===== src/rtl/cv32e40x_bch_resolver.sv =====
// Branch resolver: 2-bit BHT predictor for the conditional branch in ID,
// an in-flight queue of issued branches, and a registered mispredict
// redirect to IF once EX has resolved the branch.
module cv32e40x_bch_resolver #(
  parameter int unsigned BHT_ENTRIES  = 16,
  parameter int unsigned MAX_INFLIGHT = 2
) (
  input  logic        clk,
  input  logic        rst_n,
  input  logic        id_bch_fire_i,
  input  logic [31:0] pc_id_i,
  input  logic [31:0] bch_target_i,
  input  logic        id_compressed_i,
  output logic        bch_prediction_id_o,
  output logic        id_ready_o,
  input  logic        ex_bch_resolve_i,
  input  logic        ex_bch_taken_i,
  input  logic        flush_i,
  output logic        redirect_o,
  output logic [31:0] redirect_pc_o,
  output logic [31:0] mispredict_cnt_o,
  output logic        protocol_err_o
);

  localparam int unsigned IW = $clog2(BHT_ENTRIES);
  localparam int unsigned PW = (MAX_INFLIGHT > 1) ? $clog2(MAX_INFLIGHT) : 1;
  localparam int unsigned CW = $clog2(MAX_INFLIGHT + 1);

  typedef struct packed {
    logic [31:0]   target;
    logic [31:0]   fallthrough;
    logic          pred;
    logic [IW-1:0] idx;
  } entry_t;

  logic [1:0]    bht_q   [BHT_ENTRIES];
  entry_t        queue_q [MAX_INFLIGHT];
  logic [PW-1:0] rd_ptr_q, wr_ptr_q;
  logic [CW-1:0] cnt_q, cnt_d;

  logic [IW-1:0] id_idx;
  logic          full, empty;
  logic          push, pop, clear, push_eff, mispredict;
  entry_t        head, new_entry;

  // Pointers wrap at the queue depth, which need not fill the pointer width.
  function automatic logic [PW-1:0] ptr_inc(input logic [PW-1:0] p);
    if (p == PW'(MAX_INFLIGHT - 1)) return '0;
    else                            return p + PW'(1);
  endfunction

  // Prediction lookup, queue handshake and mispredict detection.
  always_comb begin
    id_idx              = pc_id_i[IW+1:2];
    bch_prediction_id_o = bht_q[id_idx][1];
    full                = (cnt_q == CW'(MAX_INFLIGHT));
    empty               = (cnt_q == '0);
    id_ready_o          = !full || ex_bch_resolve_i;
    push                = id_bch_fire_i && id_ready_o;
    pop                 = ex_bch_resolve_i && !empty && !flush_i;
    head                = queue_q[rd_ptr_q];
    mispredict          = pop && (head.pred != ex_bch_taken_i);
    // A mispredict makes every younger branch wrong-path, including one entering now.
    clear               = flush_i || mispredict;
    push_eff            = push && !clear;
    new_entry.target      = bch_target_i;
    new_entry.fallthrough = pc_id_i + (id_compressed_i ? 32'd2 : 32'd4);
    new_entry.pred        = bch_prediction_id_o;
    new_entry.idx         = id_idx;
  end

  // Next occupancy.
  always_comb begin
    cnt_d = cnt_q;
    if (clear) begin
      cnt_d = '0;
    end else begin
      if (push_eff) cnt_d = cnt_d + CW'(1);
      if (pop)      cnt_d = cnt_d - CW'(1);
    end
  end

  // In-flight queue storage and pointers.
  always_ff @(posedge clk or negedge rst_n) begin
    if (!rst_n) begin
      rd_ptr_q <= '0;
      wr_ptr_q <= '0;
      cnt_q    <= '0;
      for (int i = 0; i < int'(MAX_INFLIGHT); i++) queue_q[i] <= '0;
    end else begin
      cnt_q <= cnt_d;
      if (clear) begin
        rd_ptr_q <= '0;
        wr_ptr_q <= '0;
      end else begin
        if (pop) rd_ptr_q <= ptr_inc(rd_ptr_q);
        if (push_eff) begin
          queue_q[wr_ptr_q] <= new_entry;
          wr_ptr_q          <= ptr_inc(wr_ptr_q);
        end
      end
    end
  end

  // BHT training on every resolved (non-flushed) branch.
  always_ff @(posedge clk or negedge rst_n) begin
    if (!rst_n) begin
      for (int i = 0; i < int'(BHT_ENTRIES); i++) bht_q[i] <= 2'b01;
    end else if (pop) begin
      if (ex_bch_taken_i && bht_q[head.idx] != 2'b11)
        bht_q[head.idx] <= bht_q[head.idx] + 2'b01;
      else if (!ex_bch_taken_i && bht_q[head.idx] != 2'b00)
        bht_q[head.idx] <= bht_q[head.idx] - 2'b01;
    end
  end

  // Registered redirect, mispredict count and protocol error pulse.
  always_ff @(posedge clk or negedge rst_n) begin
    if (!rst_n) begin
      redirect_o       <= 1'b0;
      redirect_pc_o    <= '0;
      mispredict_cnt_o <= '0;
      protocol_err_o   <= 1'b0;
    end else begin
      redirect_o     <= mispredict;
      protocol_err_o <= (id_bch_fire_i && !id_ready_o) || (ex_bch_resolve_i && empty);
      if (mispredict) begin
        redirect_pc_o <= ex_bch_taken_i ? head.target : head.fallthrough;
        if (mispredict_cnt_o != 32'hFFFF_FFFF)
          mispredict_cnt_o <= mispredict_cnt_o + 32'd1;
      end
    end
  end

endmodule


===== config.mk =====
export PLATFORM = sky130hd
export DESIGN_NAME = cv32e40x_bch_resolver
export DESIGN_NICKNAME = d
export VERILOG_FILES = /design/src/rtl/cv32e40x_bch_resolver.sv
export SDC_FILE = /design/constraint.sdc
export NUM_CORES = 1
export LEC_CHECK = 0
export BUFFER_PORTS_ARGS = -buffer_cell sky130_fd_sc_hd__buf_2
export CAP_MARGIN = 20
export CELL_PAD_IN_SITES_DETAIL_PLACEMENT = 1
export CELL_PAD_IN_SITES_GLOBAL_PLACEMENT = 1
export CORE_ASPECT_RATIO = 0.9
export CORE_MARGIN = 1
export CORE_UTILIZATION = 43
export DETAILED_ROUTE_END_ITERATION = 7
export GPL_ROUTABILITY_DRIVEN = 0
export GPL_TIMING_DRIVEN = 1
export PLACE_DENSITY_LB_ADDON = 0.1
export SLEW_MARGIN = 30
export SYNTH_ARGS = -nofsm -noshare
export SYNTH_HDL_FRONTEND = slang
export SYNTH_SLANG_ARGS = --single-unit

===== constraint.sdc =====
create_clock -name clk -period 3.3 [get_ports clk]
set_clock_uncertainty 0.2 [all_clocks]
set_input_delay 0.495 -clock clk [delete_from_list [all_inputs] [get_ports clk]]
set_output_delay 0.495 -clock clk [all_outputs]
set_load 0.005 [all_outputs]

==> results.sh, run 1 <==
export IMPL_relSlewSlack_pct=41.93
export IMPL_synth_most_common_cell="dfrtp_1"
export IMPL_synthTopCellsByCount="dfrtp_1, mux2_2, nor2_1"
export IMPL_initial_core_util_pct=44.45
export IMPL_power_leakage_uw=0.005972
export IMPL_clk_latency_ns=0.54
export IMPL_endpoint_kind="register"
export IMPL_design_core_area_sq_um=25460
export IMPL_grt_usage_pct=22.16
export IMPL_syn_instance_count=893
export IMPL_drt_total_wl_um=28680
export IMPL_setup_viol=18
export IMPL_violations="setup timing"
export IMPL_die_y_um=155.9
export IMPL_grt_max_degree=90
export IMPL_grt_pass1_wl_um=47240
export IMPL_rsz0062_at_grt="yes"
export IMPL_place_ws_ns=-0.1525
export IMPL_clk_path_buf_depth=3
export IMPL_ant_nets=0
export IMPL_ios=139
export IMPL_dr_first_iter_drc_count=293
export IMPL_wl_per_cell_um=19.89
export IMPL_overflow=0
export IMPL_status="complete, but fails checks"
export IMPL_syn_area_sq_um=11320
export IMPL_n_antenna_cell=0
export IMPL_synth_distinct_cells=54
export IMPL_nNetsFinal=1160
export IMPL_netlist_top_cell_by_area="dfrtp_1"
export IMPL_worst_pin_slew_ns=0.8679
export IMPL_critPathArrivalTime_ns=3.58
export IMPL_startpoint="rd_ptr_q$_DFFE_PN0P_"
export IMPL_ys_seq_area_share_pct=53.24
export IMPL_cts_inserted_buffers=28
export IMPL_rows=55
export IMPL_ys_seq_elements=240
export IMPL_fin_crit_sh_pct=101.8
export IMPL_grt_pass1_vias=8469
export IMPL_netlist_top_cells_area="dfrtp_1, mux2_2, mux4_2, dfstp_2, nor2_1"
export IMPL_cts_tree="built"
export IMPL_synth_edf_count=0
export IMPL_drv_cap=0
export IMPL_syn_nets=972
export IMPL_area_delta_synth_final_pct=22.80
export IMPL_ir_worst_vdd_v=0.0004847
export IMPL_synth_area_per_cell_sq_um=12.67
export IMPL_max_freq_ghz=0.2977
export IMPL_finalMaxSlewViolations=0
export IMPL_hp_class="in -> reg"
export IMPL_dp_hpwl_um=19890
export IMPL_path_max_fanout=6
export IMPL_required_ns=3.52
export IMPL_setup_slack_ns=-0.05869
export IMPL_finalHoldViolCount=0
export IMPL_p_total_uw=11420
export IMPL_rrSetupSlack_ns=-0.06
export IMPL_drive_gt1_share_pct=41.73
export IMPL_finalCriticalPeriod_ns=3.359
export IMPL_worst_setup_path_type="reg -> reg"
export IMPL_drc_errors=0
export IMPL_path_clk_slew_ns=0.06
export IMPL_nFillCells=2654
export IMPL_dr_pass1_iters=4
export IMPL_synth_top_cell_area_share_pct=49.53
export IMPL_r2r_start="rd_ptr_q$_DFFE_PN0P_"
export IMPL_viasPerCell=5.400
export IMPL_synthArstFlopShare_pct=100.0
export IMPL_yosysWarnings=0
export IMPL_chipWidth_um=173.0
export IMPL_clkSinkCount=240
export IMPL_startpoint_type="register"
export IMPL_antenna_found_initial=1
export IMPL_htree_levels=1
export IMPL_ys_flop_type="dfrtp_1"
export IMPL_cts_root_buf="clkbuf_16"
export IMPL_io_buffers=138
export IMPL_dieArea_sq_um=26970
export IMPL_powerDensity_nw_per_um2=821.4
export IMPL_min_from="bch_target_i[10]"
export IMPL_vias=7787
==> sequential cells by signal (all words and copies together), names as in the netlist, 2 cells and up, named ones only <==
register / cells
cnt_q: 2
mispredict_cnt_o: 32
redirect_pc_o: 32
bht_q: 16
queue_q: 138
==> timing repair <==
action / CTS / global route
hold endpoints to repair: 89 / 0
setup buffers: 5 / 0
endpoints found under the setup margin: 24 / 85
hold buffers: 13 / 0
pin swaps: 4 / 3
resized for setup: 22 / 15
cloned: 0 / 0
==> cell usage in the layout (no fill, tap or decap), types with 6 or more instances in the layout <==
cell	instances
dfrtp_1	223
buf_2	137
mux2_2	135
nor2_1	78
a21oi_1	63
buf_4	42
mux4_2	40
xor2_1	37
nand2_1	33
nand4_1	29
clkbuf_16	29
xnor2_1	26
nand3_1	24
inv_1	17
dfstp_2	16
dlygate4sd3_1	13
nor3_1	10
clkbuf_1	10
nand2b_1	7
mux2i_1	7
mux2_4	7
nor4_1	7
o21ai_0	6
nor2_2	6
and3_1	6
==> per-stage QoR <==
step	util (%)	cells	setup TNS (ns)	cell area (sq um)	hold WS, ns
floorplan	-	893	0	11340	-0.0005910
global placement	49.70	1375	-0.1532	12650	0.2802
detailed placement	49.70	1375	-1.864	12650	0.2909
CTS	54.36	1442	-0.4606	13840	0.001249
global route	54.58	1442	-7.240	13900	0.006940
finish	54.58	1442	-0.4748	13900	0.01899
==> layout make-up <==
cell class	count	area (sq um)	area share, %
clock buffer	44	832.0	5.987
timing repair buffer	201	1280	9.210
inverter	18	67.56	0.4862
tap	342	427.9	3.079
multi-input combinational	592	5162	37.15
clock inverter	5	100.1	0.7203
sequential	240	6027	43.37
==> per-layer routing <==
layer / track usage [%] / wire length [um] / vias to the layer above
li1: - / - / 3619
met5: 0 / 0 / -
met2: 36.94 / 13860 / 124
met4: 5.310 / 590 / 0
met3: 3.314 / 942 / 38
met1: 30.62 / 13290 / 4006
==> path summary, 6_finish.rpt <==
check	endpoint	cells past startpoint
max in group asynchronous	queue_q[75]$_DFFE_PN0P_	3
max reg2reg	bht_q[17]$_DFFE_PN0P_	12
min in group asynchronous	redirect_pc_o[19]$_DFFE_PN0P_	2
min	queue_q[47]$_DFFE_PN0P_	2
min reg2reg	redirect_pc_o[16]$_DFFE_PN0P_	1
max	bht_q[17]$_DFFE_PN0P_	12
==> cells by family after synthesis <==
family | count (synthesis) | synth area share (%)
multiplexers | 191 | 23.03
XOR/XNOR | 63 | 4.876
buffers and inverters | 61 | 2.664
AO/OA/AOI/OAI | 96 | 4.942
flip-flops | 240 | 53.24
AND/OR/NAND/NOR | 234 | 10.29
adder cells (fa/ha/maj) | 8 | 0.9508
==> worst max-delay path, cell delays in order, from the launching register on <==
cell      delay [ns]
dfrtp_2         0.46
mux2i_4         0.40
mux2i_1         0.13
mux2_2          0.29
a22o_1          0.22
a221o_1         0.27
ha_2            0.17
mux2i_1         0.17
nor3b_4         0.27
buf_6           0.14
nand2b_4        0.09
nor2_4          0.13
mux2_4          0.31
==> power breakdown <==
group | total (uW) | internal [uW] | switching [uW]
Sequential | 4840 | 4110 | 730
Combinational | 3440 | 1890 | 1550
Clock | 3130 | 1950 | 1180
No activity file was read; power rests on OpenSTA's default activity.
==> run 2: changes to the inputs <==
--- a/config.mk
+++ b/config.mk
@@ -5,13 +5,14 @@
 export SDC_FILE = /design/constraint.sdc
 export NUM_CORES = 1
 export LEC_CHECK = 0
+export ABC_AREA = 1
 export BUFFER_PORTS_ARGS = -buffer_cell sky130_fd_sc_hd__buf_2
 export CAP_MARGIN = 20
 export CELL_PAD_IN_SITES_DETAIL_PLACEMENT = 1
 export CELL_PAD_IN_SITES_GLOBAL_PLACEMENT = 1
 export CORE_ASPECT_RATIO = 0.9
 export CORE_MARGIN = 1
-export CORE_UTILIZATION = 43
+export CORE_UTILIZATION = 39
 export DETAILED_ROUTE_END_ITERATION = 7
 export GPL_ROUTABILITY_DRIVEN = 0
 export GPL_TIMING_DRIVEN = 1
==> run 2 against run 1 <==
Compared with the run above: the run now ends clean; routed wire length increased by 37%; combinational power decreased by 13%; core utilization is 6.5 points lower; largest power group unchanged; sequential share of layout area fell by 3.3 points; sequential power down 8.5%; die area is 22% higher; largest cell class unchanged; total power is 6.8% lower; global-route usage increased by 2.0 points; count of clock-buffer cells in the layout is 9 lower; maximum frequency grew 6.0%; synthesized area up 11%.
==> results.sh, run 2 <==
export IMPL_top_regs="queue_q x138, mispredict_cnt_o x32, redirect_pc_o x32"
export IMPL_final_common_cell="nand2_1"
export IMPL_finalInstanceArea_sq_um=15060
export IMPL_design_core_area_sq_um=31290
export IMPL_wl_per_cell_um=17.60
export IMPL_finalSetupTns_ns=0
export IMPL_htree_levels=1
export IMPL_finalCriticalPeriod_ns=3.168
export IMPL_hp_class="in -> reg"
export IMPL_overflow=0
export IMPL_synth_most_common_cell="nand2_1"
export IMPL_finalHoldViolCount=0
export IMPL_startpoint="rd_ptr_q$_DFFE_PN0P_"
export IMPL_clk_path_buf_depth=3
export IMPL_ys_seq_elements=240
export IMPL_n_antenna_cell=0
export IMPL_syn_instance_count=1639
export IMPL_grt_pass1_vias=11405
export IMPL_synthSimpleGateAreaFrac_pct=26.37
export IMPL_chipWidth_um=191.2
export IMPL_largest_register_ffs=138
export IMPL_worst_pin_slew_ns=0.7413
export IMPL_nNetsFinal=1882
export IMPL_synth_top_family_by_area="simple AND/OR/NAND/NOR gates"
export IMPL_crit_top_cell="buf_4"
export IMPL_grt_util_met2_pct=36.42
export IMPL_rrSetupSlack_ns=0.13
export IMPL_area_delta_synth_final_pct=19.83
export IMPL_antenna_found_initial=0
export IMPL_max_freq_ghz=0.3157
export IMPL_clk_latency_ns=0.56
export IMPL_yosysWarnings=0
export IMPL_sw_frac_of_total_pct=34.80
export IMPL_ys_seq_area_share_pct=47.95
export IMPL_cts_tree="built"
export IMPL_drv_cap=0
export IMPL_grt_usage_pct=24.15
export IMPL_die_y_um=172.3
export IMPL_drt_total_wl_um=39260
export IMPL_reg2regPathDepth=18
export IMPL_synthArstFlopShare_pct=100.0
export IMPL_initial_core_util_pct=40.16
export IMPL_netlist_top_cell_by_area="dfrtp_1"
export IMPL_grt_max_degree=77
export IMPL_top_register="queue_q"
export IMPL_synth_edf_count=0
export IMPL_pwr_share_seq_pct=41.6
export IMPL_synth_distinct_cells=45
export IMPL_nFillCells=3909
export IMPL_path_clk_slew_ns=0.06
export IMPL_required_ns=3.52
export IMPL_synthAdderAreaFrac_pct=0.8563
export IMPL_ir_worst_vdd_v=0.0004393
export IMPL_rows=61
export IMPL_clkSinkCount=240
export IMPL_status="finished, final reports clean"
export IMPL_mostFrequentLayoutCells="nand2_1, dfrtp_1, o21ai_0"
export IMPL_p_int_uw=6938
export IMPL_path_delay_family="simple AND/OR/NAND/NOR gates"
export IMPL_crit_end="bht_q[5]$_DFFE_PN0P_"
export IMPL_synth_compound_area_share_pct=13.46
export IMPL_combPwrFrac_pct=28.1
export IMPL_muxShareOfSynthArea_pct=0
export IMPL_p_switching_uw=3703
export IMPL_hold_slack_ns=0.04130
export IMPL_drive_gt1_share_pct=16.47
export IMPL_syn_area_sq_um=12570
export IMPL_syn_nets=1718
export IMPL_critPathArrivalTime_ns=3.39
export IMPL_power_leakage_uw=0.007184
export IMPL_ios=139
export IMPL_worst_r2r_endpoint="bht_q[5]$_DFFE_PN0P_"
export IMPL_netlist_top_cells_area="dfrtp_1, nand2_1, o21ai_0, inv_1, dfstp_2"
export IMPL_synthTopCellsByCount="nand2_1, dfrtp_1, o21ai_0"
export IMPL_startpoint_type="register"
export IMPL_path_depth=18
export IMPL_max_stage_delay_ns=0.43
export IMPL_synth_top_cell_area_share_pct=44.61
export IMPL_crit_chain="buf_4, buf_4, buf_4, o21ai_4, inv_1, nor2_2, nand2_1, nand2_2, nor2_2, ha_1, or2_2, a21oi_4, buf_4, nand3_4, nor2_1, inv_1, nand2_1, o21ai_0"
export IMPL_busiest_layer="met1"
export IMPL_cts_inserted_buffers=28
export IMPL_path_max_fanout=4
export IMPL_relSlewSlack_pct=50.58
export IMPL_viasPerCell=5.103
export IMPL_dr_pass1_iters=4
export IMPL_synth_area_per_cell_sq_um=7.667
export IMPL_cts_root_buf="clkbuf_16"
export IMPL_ant_nets=0
export IMPL_dr_first_iter_drc_count=740
export IMPL_fin_crit_sh_pct=96.00
export IMPL_dp_hpwl_um=27440
export IMPL_r2r_start="rd_ptr_q$_DFFE_PN0P_"
export IMPL_cp_slowest_cell="dfrtp_2"
export IMPL_synth_xor_area_share_pct=2.997
export IMPL_io_buffers=138
export IMPL_grt_pass1_wl_um=62680
export IMPL_drc_errors=0
export IMPL_endpoint_kind="register"
export IMPL_powerDensity_nw_per_um2=706.7
export IMPL_ys_flop_type="dfrtp_1"
export IMPL_finalMaxSlewViolations=0
export IMPL_setup_viol=0
export IMPL_crit_buf_inv=6
export IMPL_worst_setup_path_type="reg -> reg"
export IMPL_p_clk_share_pct=30.3
export IMPL_met3_usage_pct=3.268
export IMPL_vias=11379
export IMPL_grtUsageMet1_pct=36.84
export IMPL_dieArea_sq_um=32940
export IMPL_place_area_sq_um=13620
==> run 2: cell types whose count changed after synthesis, moves of 24 or more <==
cell	change
mux4_2	-40
o21ai_0	+162
o21a_1	+24
mux2_2	-142
o21ai_1	+31
inv_1	+140
nand3_1	+26
nand2_1	+533
==> run 2: logic make-up after synthesis <==
| family | count (synthesis) |
|---|---|
| flops | 240 |
| fa+ha+maj | 8 |
| xor+xnor | 43 |
| simple gates | 804 |
| compound gates | 308 |
| buf+inv | 236 |
==> run 2: area by class of cell <==
| cell class | count | area, sq um | area share (%) |
|---|---|---|---|
| clock buffers | 35 | 757.0 | 5.027 |
| flip-flops and latches | 240 | 6027 | 40.02 |
| well taps | 409 | 511.7 | 3.398 |
| multi-input cells | 1163 | 5590 | 37.13 |
| clock inverters | 13 | 191.4 | 1.271 |
| repair buffers | 205 | 1359 | 9.024 |
| inverters | 165 | 621.8 | 4.130 |
==> run 2: worst min-delay path by stage <==
| stage | cells after the start | end | slack (ns) | startpoint |
|---|---|---|---|---|
| after floorplan | 0 | bht_q[11]$_DFFE_PN0P_ | -0.0006 | rst_n |
| after global placement | 1 | mispredict_cnt_o[1]$_DFFE_PN0P_ | 0.23 | rst_n |
| after detailed placement | 1 | mispredict_cnt_o[1]$_DFFE_PN0P_ | 0.23 | rst_n |
| after CTS | 3 | queue_q[37]$_DFFE_PN0P_ | 0.02 | bch_target_i[0] |
| after global routing | 3 | queue_q[37]$_DFFE_PN0P_ | 0.04 | bch_target_i[0] |
| final | 3 | queue_q[106]$_DFFE_PN0P_ | 0.04 | bch_target_i[0] |
==> run 2: worst reg2reg max path, stage by stage, from the launching register on <==
cell and delay [ns]:
dfrtp_2 0.43, buf_4 0.17, buf_4 0.13, buf_4 0.14, o21ai_4 0.20, inv_1 0.13, nor2_2 0.16, nand2_1 0.08
nand2_2 0.08, nor2_2 0.04, ha_1 0.18, or2_2 0.34, a21oi_4 0.19, buf_4 0.14, nand3_4 0.08, nor2_1 0.14
inv_1 0.08, nand2_1 0.06, o21ai_0 0.08
==> run 2: per-layer routing <==
layer  vias to the layer above  share of wire [%]
met2                       209                 43
met5                         -                  0
met3                        36                4.1
li1                       5528                  -
met4                         0                1.5
met1                      5606                 51
==> run 2: repair_timing <==
action	CTS	global route
setup buffers	0	9
pin swaps	0	3
endpoints found under the hold margin	106	0
endpoints found under the setup margin	2	32
hold buffers	33	0
gates resized for setup	0	28
==> run 2: through the flow <==
stage	utilization, %	setup slack, ns	cells	total power [uW]
after floorplan	-	0.4052	1639	6103
after global placement	43.52	0.1366	2140	7215
after detailed placement	43.52	-0.02426	2140	7336
after CTS	47.61	-0.02181	2221	10650
after global routing	48.12	-0.04063	2230	11340
final	48.12	0.1319	2230	10640
==> run 2: power groups by stage <==
stage,logic (uW),clock network [uW],registers (uW)
after floorplan,1790,0,4310
after global placement,2760,0,4450
after detailed placement,2860,0,4470
after CTS,2920,3300,4430
after global routing,3400,3400,4540
final,2990,3230,4430
